--- config.mk ---
export PLATFORM = sky130hd
export DESIGN_NAME = regfile_multiport_flat
export DESIGN_NICKNAME = d
export VERILOG_FILES = /design/src/rtl/regfile_multiport_if.sv /design/src/rtl/regfile_multiport.sv /design/src/flat_wrapper.sv
export SDC_FILE = /design/constraint.sdc
export NUM_CORES = 1
export LEC_CHECK = 0
export ABC_AREA = 1
export CORE_MARGIN = 8
export CORE_UTILIZATION = 28
export DETAILED_ROUTE_END_ITERATION = 7
export SYNTH_ARGS = -nofsm -noshare
export SYNTH_HDL_FRONTEND = slang
export SYNTH_SLANG_ARGS = --single-unit
--- constraint.sdc ---
create_clock -name Clk -period 9.55 [get_ports Clk]
set_clock_uncertainty 0.05 [all_clocks]
set_input_delay 2.865 -clock Clk [delete_from_list [all_inputs] [get_ports Clk]]
set_output_delay 2.865 -clock Clk [all_outputs]
set_load 0.02 [all_outputs]
--- src/rtl/regfile_multiport_if.sv ---
// Register-file access bundle: one write port, two read ports, clear request and busy status.
// The master side issues requests; the slave side returns registered read data and Busy.
interface regfile_multiport_if #(
  parameter int DATA_W = 32,
  parameter int ADDR_W = 4
);
  logic              WrEn;
  logic [ADDR_W-1:0] WrAddr;
  logic [DATA_W-1:0] WrData;
  logic              RdEn0;
  logic [ADDR_W-1:0] RdAddr0;
  logic              RdEn1;
  logic [ADDR_W-1:0] RdAddr1;
  logic [DATA_W-1:0] RdData0;
  logic [DATA_W-1:0] RdData1;
  logic              RdValid0;
  logic              RdValid1;
  logic              Clr;
  logic              Busy;

  modport master (
    output WrEn, WrAddr, WrData, RdEn0, RdAddr0, RdEn1, RdAddr1, Clr,
    input  RdData0, RdData1, RdValid0, RdValid1, Busy
  );

  modport slave (
    input  WrEn, WrAddr, WrData, RdEn0, RdAddr0, RdEn1, RdAddr1, Clr,
    output RdData0, RdData1, RdValid0, RdValid1, Busy
  );
endinterface

--- src/rtl/regfile_multiport.sv ---
// 1W/2R register file, 1-cycle registered reads, DEPTH-cycle clear sweep (Busy) after Rst or Clr.
// Define REGFILE_BYPASS_EN to forward same-cycle write data to a read of the same address.
module regfile_multiport #(
  parameter int DATA_W    = 32,
  parameter int ADDR_W    = 4,
  parameter int ZERO_REG0 = 0
) (
  input logic             Clk,
  input logic             Rst,
  regfile_multiport_if.slave bus
);
  localparam int DEPTH = 2 ** ADDR_W;
  localparam logic [ADDR_W-1:0] LAST = '1;

  typedef enum logic {
    IDLE  = 1'b0,
    CLEAR = 1'b1
  } state_t;

  state_t            state;
  logic [ADDR_W-1:0] ptr;
  logic [DATA_W-1:0] mem [DEPTH];

  logic              wr_take;
  logic              wr_commit;
  logic [DATA_W-1:0] rd_word0;
  logic [DATA_W-1:0] rd_word1;

  // A write coinciding with Clr is dropped; the sweep would erase it anyway.
  assign wr_take   = (state == IDLE) && bus.WrEn && !bus.Clr;
  assign wr_commit = wr_take && !((ZERO_REG0 != 0) && (bus.WrAddr == '0));

  always_comb begin
    rd_word0 = mem[bus.RdAddr0];
    rd_word1 = mem[bus.RdAddr1];
`ifdef REGFILE_BYPASS_EN
    if (wr_take && (bus.RdAddr0 == bus.WrAddr)) rd_word0 = bus.WrData;
    if (wr_take && (bus.RdAddr1 == bus.WrAddr)) rd_word1 = bus.WrData;
`endif
    if ((ZERO_REG0 != 0) && (bus.RdAddr0 == '0)) rd_word0 = '0;
    if ((ZERO_REG0 != 0) && (bus.RdAddr1 == '0)) rd_word1 = '0;
  end

  always_ff @(posedge Clk) begin
    if (Rst) begin
      state        <= CLEAR;
      ptr          <= '0;
      bus.RdData0  <= '0;
      bus.RdData1  <= '0;
      bus.RdValid0 <= 1'b0;
      bus.RdValid1 <= 1'b0;
    end else begin
      case (state)
        IDLE: begin
          bus.RdValid0 <= bus.RdEn0;
          bus.RdValid1 <= bus.RdEn1;
          bus.RdData0  <= bus.RdEn0 ? rd_word0 : '0;
          bus.RdData1  <= bus.RdEn1 ? rd_word1 : '0;
          if (bus.Clr) begin
            state <= CLEAR;
            ptr   <= '0;
          end
        end
        CLEAR: begin
          bus.RdValid0 <= 1'b0;
          bus.RdValid1 <= 1'b0;
          bus.RdData0  <= '0;
          bus.RdData1  <= '0;
          // Pointer parks on LAST so it never wraps within a sweep.
          if (ptr == LAST) state <= IDLE;
          else             ptr   <= ptr + 1'b1;
        end
        default: begin
          state <= CLEAR;
          ptr   <= '0;
        end
      endcase
    end
  end

  assign bus.Busy = (state == CLEAR);

  always_ff @(posedge Clk) begin
    if (!Rst) begin
      if (state == CLEAR) mem[ptr] <= '0;
      else if (wr_commit) mem[bus.WrAddr] <= bus.WrData;
    end
  end
endmodule

--- src/flat_wrapper.sv ---
// flat-port wrapper written by rule: the top's interface ports become plain ports
module regfile_multiport_flat 
#(
  parameter int DATA_W    = 32,
  parameter int ADDR_W    = 4,
  parameter int ZERO_REG0 = 0
)
  (Clk, Rst, bus_WrEn, bus_WrAddr, bus_WrData, bus_RdEn0, bus_RdAddr0, bus_RdEn1, bus_RdAddr1, bus_Clr, bus_RdData0, bus_RdData1, bus_RdValid0, bus_RdValid1, bus_Busy);
  regfile_multiport_if #(.DATA_W(DATA_W), .ADDR_W(ADDR_W)) bus_i ();
  input logic Clk;
  input logic Rst;
  input wire logic [$bits(bus_i.WrEn)-1:0] bus_WrEn;
  input wire logic [$bits(bus_i.WrAddr)-1:0] bus_WrAddr;
  input wire logic [$bits(bus_i.WrData)-1:0] bus_WrData;
  input wire logic [$bits(bus_i.RdEn0)-1:0] bus_RdEn0;
  input wire logic [$bits(bus_i.RdAddr0)-1:0] bus_RdAddr0;
  input wire logic [$bits(bus_i.RdEn1)-1:0] bus_RdEn1;
  input wire logic [$bits(bus_i.RdAddr1)-1:0] bus_RdAddr1;
  input wire logic [$bits(bus_i.Clr)-1:0] bus_Clr;
  output wire logic [$bits(bus_i.RdData0)-1:0] bus_RdData0;
  output wire logic [$bits(bus_i.RdData1)-1:0] bus_RdData1;
  output wire logic [$bits(bus_i.RdValid0)-1:0] bus_RdValid0;
  output wire logic [$bits(bus_i.RdValid1)-1:0] bus_RdValid1;
  output wire logic [$bits(bus_i.Busy)-1:0] bus_Busy;
  assign bus_i.WrEn = bus_WrEn;
  assign bus_i.WrAddr = bus_WrAddr;
  assign bus_i.WrData = bus_WrData;
  assign bus_i.RdEn0 = bus_RdEn0;
  assign bus_i.RdAddr0 = bus_RdAddr0;
  assign bus_i.RdEn1 = bus_RdEn1;
  assign bus_i.RdAddr1 = bus_RdAddr1;
  assign bus_i.Clr = bus_Clr;
  assign bus_RdData0 = bus_i.RdData0;
  assign bus_RdData1 = bus_i.RdData1;
  assign bus_RdValid0 = bus_i.RdValid0;
  assign bus_RdValid1 = bus_i.RdValid1;
  assign bus_Busy = bus_i.Busy;
  regfile_multiport #(.DATA_W(DATA_W), .ADDR_W(ADDR_W), .ZERO_REG0(ZERO_REG0)) u_core (.Clk(Clk), .Rst(Rst), .bus(bus_i));
endmodule
# == Yosys cells after proc, flatten, opt, wreduce, memory -nomap -nowiden ==
# Memory sizes are Yosys's and may differ from the RTL's.
# Index checks and enable logic that the tools add are counted.
# op_classes
add_sub_neg,1
eq_ne,3
mux,22
bitwise_logic,1
reduce_logical,5
# op_table
cell,n
one-hot mux 32 bit (2 select lines),2
two-way mux 32 bit,3
OR reduction 32 bit,1
two-way mux 4 bit,3
two-way mux 1 bit,10
one-hot mux 4 bit (2 select lines),1
one-hot mux 1 bit (2 select lines),3
adder 4 x 1 -> 4 bit (second input constant),1
== test 4 bit (second input constant),1
!= test 2 bit (second input constant),2
logical AND 1 bit,2
AND reduction 2 bit,1
logical NOT 1 bit,1
NOT 1 bit,1
# totals
ff_bits,71
mem_bits_rw,512
out_inout_bits,67
word_cells,39
n_memories,1
# mem_list
name,words,width,read_ports,rd_ports_with_merged_regs,wr,line,rtl
u_core.mem,16,32,2,0,1,regfile_multiport.sv:22,logic [DATA_W-1:0] mem [DEPTH];

# == Longest topological paths before layout ==
# depth
word_depth,9
ltp_mapped,9

# == Least setup slack after synthesis ==
# No wires, ideal clock.
# synth_path
kind,in2reg
from,input port Rst
to,memory u_core.mem[12][0] (enable)
setup_time_ns,0.421
arrival_time_ns,4.892
setup_slack_ns,4.187
stages,8
path_cell_list,nor2_4 > nand3_4 > buf_6 > nand2_1 > o21ai_1 > inv_1 > nand2_2 > nor2_1
# synth_via
elab_chain_cells,4
word_cells_on_any_way,7
# synth_lines
element,line,rtl
"start, declared",flat_wrapper.sv:11,input logic Rst;
two-way mux 1 bit,regfile_multiport.sv:84,if (!Rst) begin
two-way mux 1 bit (implied by the code),regfile_multiport.sv:86,else if (wr_commit) mem[bus.WrAddr] <= bus.WrData;
OR reduction 32 bit (no line),n/a,
two-way mux 4 bit (no line) or two-way mux 1 bit (tied branches),n/a,
"end, declared",regfile_multiport.sv:22,
# Several ways; a longest one is shown, not always the timed one.

# == Final worst setup path ==
# layout_path
from,input port Rst
to,memory u_core.mem[9][12] (enable)
# Same word-level chain as after synthesis.

==> impl_metrics.env <==
export IMPL_pwr_share_clk=0.432
export IMPL_critPathTopFamily="simple AND/OR/NAND/NOR gates"
export IMPL_r2r_slack_ps=6100
export IMPL_grt_max_degree=195
export IMPL_finalSetupTns_ps=0
export IMPL_finalHoldViolations=0
export IMPL_maxCapViolCount=0
export IMPL_yosysWarningCount=0
export IMPL_ctsResizeCount=0
export IMPL_crit_fanout=41
export IMPL_clkSinkCount=583
export IMPL_power_frac_seq=0.489
export IMPL_cts_htree_levels=3
export IMPL_synth_area_um2=29350
export IMPL_dpl_hpwl_um=48910
export IMPL_hold_path_class="reg -> reg"
export IMPL_grt_pass1_vias=22990
export IMPL_timing_critical_path_buf_inv=3
export IMPL_syn_nets=3493
export IMPL_yosysMostFrequentCell="nand2_1"
export IMPL_initial_utilization=0.2827
export IMPL_switching_share=0.2437
export IMPL_rsz0062_at_grt="false"
export IMPL_grt_use_total=0.1526
export IMPL_drc=0
export IMPL_cts_tree="yes"
export IMPL_p_int_uw=4287
export IMPL_synth_common_cells="nand2_1, nand3_1, inv_1, edfxtp_1, buf_2"
export IMPL_drive_above_1_share=0.04805
export IMPL_crit_chain="clkdlybuf4s50_1 > nor2_4 > nand3_4 > nand2_1 > o21ai_1 > inv_1 > nand3_1 > nor2_4 > buf_4"
export IMPL_cts_hold_buffers=0
export IMPL_dieArea_um2=115400
export IMPL_ant_nets=0
export IMPL_clk_latency_ps=610
export IMPL_synthArstFlopShare=0
export IMPL_worstMarginPinSlew_ps=1241
export IMPL_power_density_nw_per_um2=170.0
export IMPL_num_rows=118
export IMPL_gp_congestion=0.7645
export IMPL_cp_slowest_cell="nor2_4"
export IMPL_diodes=0
export IMPL_avgRoutedWirePerCell_um=18.76
export IMPL_drtIter0Drc=2433
export IMPL_synth_edf_count=512
export IMPL_combPwrFrac=0.080
export IMPL_fin_nets=3493
export IMPL_die_y_um=339.7
export IMPL_synth_area_leaders="edfxtp_1, nand3_1, nand2_1"
export IMPL_ff2ff_path_depth=8
export IMPL_vias=23730
export IMPL_ios=117
export IMPL_synth_top_area_cell="edfxtp_1"
export IMPL_placed_area_um2=31300
export IMPL_grt_pass1_wl_um=139400
export IMPL_synth_cells=3442
export IMPL_syn_to_final_growth_pct=13.63
export IMPL_maxSlewViolCount=0
export IMPL_cts_buffer_depth=3
export IMPL_cpPeakStageDelay_ps=620
export IMPL_synth_cell_types=21
export IMPL_fp_coreArea_um2=103800
export IMPL_post_synth_cell_area_avg_um2=8.526
export IMPL_ys_seq_area_frac=0.5723
export IMPL_synth_flop_cell="edfxtp_1"
export IMPL_status="finished clean"
export IMPL_fmax_mhz=170.5
export IMPL_setup_viol=0
export IMPL_cp_num_cells=9
export IMPL_startpoint_type="primary input"
export IMPL_end_kind="register"
export IMPL_crit_reg2reg_capture="u_core.mem[9][12]"
export IMPL_crit_type="in -> reg"
export IMPL_synth_top_area_share=0.5239
export IMPL_irDropWorstVdd_mv=0.1105
export IMPL_hold_end="u_core.ptr[3]"
export IMPL_grt_overflow_total=0
export IMPL_fin_crit_sh=0.6141
export IMPL_post_cts_buffers=0
export IMPL_required_ps=9750
export IMPL_clkTransAtPathRegs_ps=60
export IMPL_worst_endpoint_arrival_ps=6070
export IMPL_antenna_found_initial=0
export IMPL_leakage_uw=0.01432
export IMPL_fin_area_um2=33350
export IMPL_crit_top_cell="nor2_4"
export IMPL_io_buffers=116
export IMPL_wl_um=91460
export IMPL_synth_seq_cells=583
export IMPL_p_sw_uw=1381
export IMPL_cts_buffers=67
export IMPL_max_slew_margin_rel=0.1695
export IMPL_reg2reg_from="u_core.bus.Busy"
export IMPL_first_pass_iters=7
export IMPL_min_from="u_core.ptr[3]"
export IMPL_chipWidth_um=339.7
export IMPL_fin_crit_ps=5864
export IMPL_root_buffer="clkbuf_16"
export IMPL_whs_path_depth=2
export IMPL_via_per_inst=4.867
==> layer usage <==
metal | track usage | routed length [um]
met1 | 0.2038 | 38040
met5 | 0 | 0
met4 | 0.05747 | 2868
met3 | 0.02558 | 8263
met2 | 0.2474 | 42290
==> per-stage QoR <==
stage               power (uW)  utilization  hold slack [ps]  cells  worst slack, ps
global route              5839       0.3213            501.4   4876             3391
CTS                       5699       0.3213            466.7   4876             3643
global placement          3264       0.3015            437.8   4753             3059
finish                    5668       0.3213            464.9   4876             3686
detailed placement        3268       0.3015            453.2   4753             3014
floorplan                 3135            -            408.9   3442             4187
==> power by group through the flow <==
stage	clock [uW]	sequential (uW)	combinational (uW)
global route	2580	2770	491
global placement	0	2820	442
floorplan	0	2820	313
CTS	2480	2770	447
finish	2450	2770	452
detailed placement	0	2820	445
==> state kept, by name, summed over array words and instances, names as in the netlist <==
register	flops
u_core.bus.Busy	1
u_core.ptr	4
u_core.bus.RdValid1	1
u_core.bus.RdData1	32
u_core.mem	512
u_core.bus.RdValid0	1
u_core.bus.RdData0	32
==> cells by family after synthesis <==
group,synth area share
AO/OA/AOI/OAI,0.01394
adder cells (fa/ha/maj),0.0004263
flip-flops,0.5723
buffers and inverters,0.1190
AND/OR/NAND/NOR,0.2944
==> final cells by class <==
class	instances	area [um^2]
multi-input combinational	2072	9185
tap	1380	1727
fill	10580	70450
clock inverter	27	215.2
timing repair buffer	151	1436
clock buffer	96	1837
inverter	567	2151
sequential	583	16800
==> placed cells by master (no fill, tap or decap) <==
cell / n
clkbuf_8: 5
clkinv_1: 9
nand2_2: 5
bufinv_16: 2
a21oi_1: 68
clkdlybuf4s50_1: 108
clkinv_8: 3
o21ai_2: 2
inv_4: 2
o21ai_4: 1
buf_12: 2
buf_4: 37
clkbuf_16: 68
inv_6: 2
nand3_1: 902
nand2_1: 1033
nor2_4: 17
edfxtp_1: 512
o21ai_1: 3
buf_2: 2
dfxtp_1: 71
nand3_4: 1
clkbuf_1: 25
nor2_1: 35
clkinv_2: 13
inv_8: 2
inv_1: 557
inv_2: 4
ha_1: 1
o21ai_0: 4
==> tightest hold or removal path, cell delays in order, from the launching register on <==
cell,delay [ps]
dfxtp_1,340
a21oi_1,50
nor2_1,90
==> how the worst max path moves through the flow <==
stage / from / end
6_report: Rst / u_core.mem[9][12]
5_1_grt: Rst / u_core.mem[9][12]
4_1_cts: Rst / u_core.mem[9][13]
3_5_place_dp: Rst / u_core.mem[9][17]
3_3_place_gp: Rst / u_core.mem[9][22]
2_1_floorplan: Rst / u_core.mem[12][0]
Note: power is estimated with default switching activity, not from simulation.
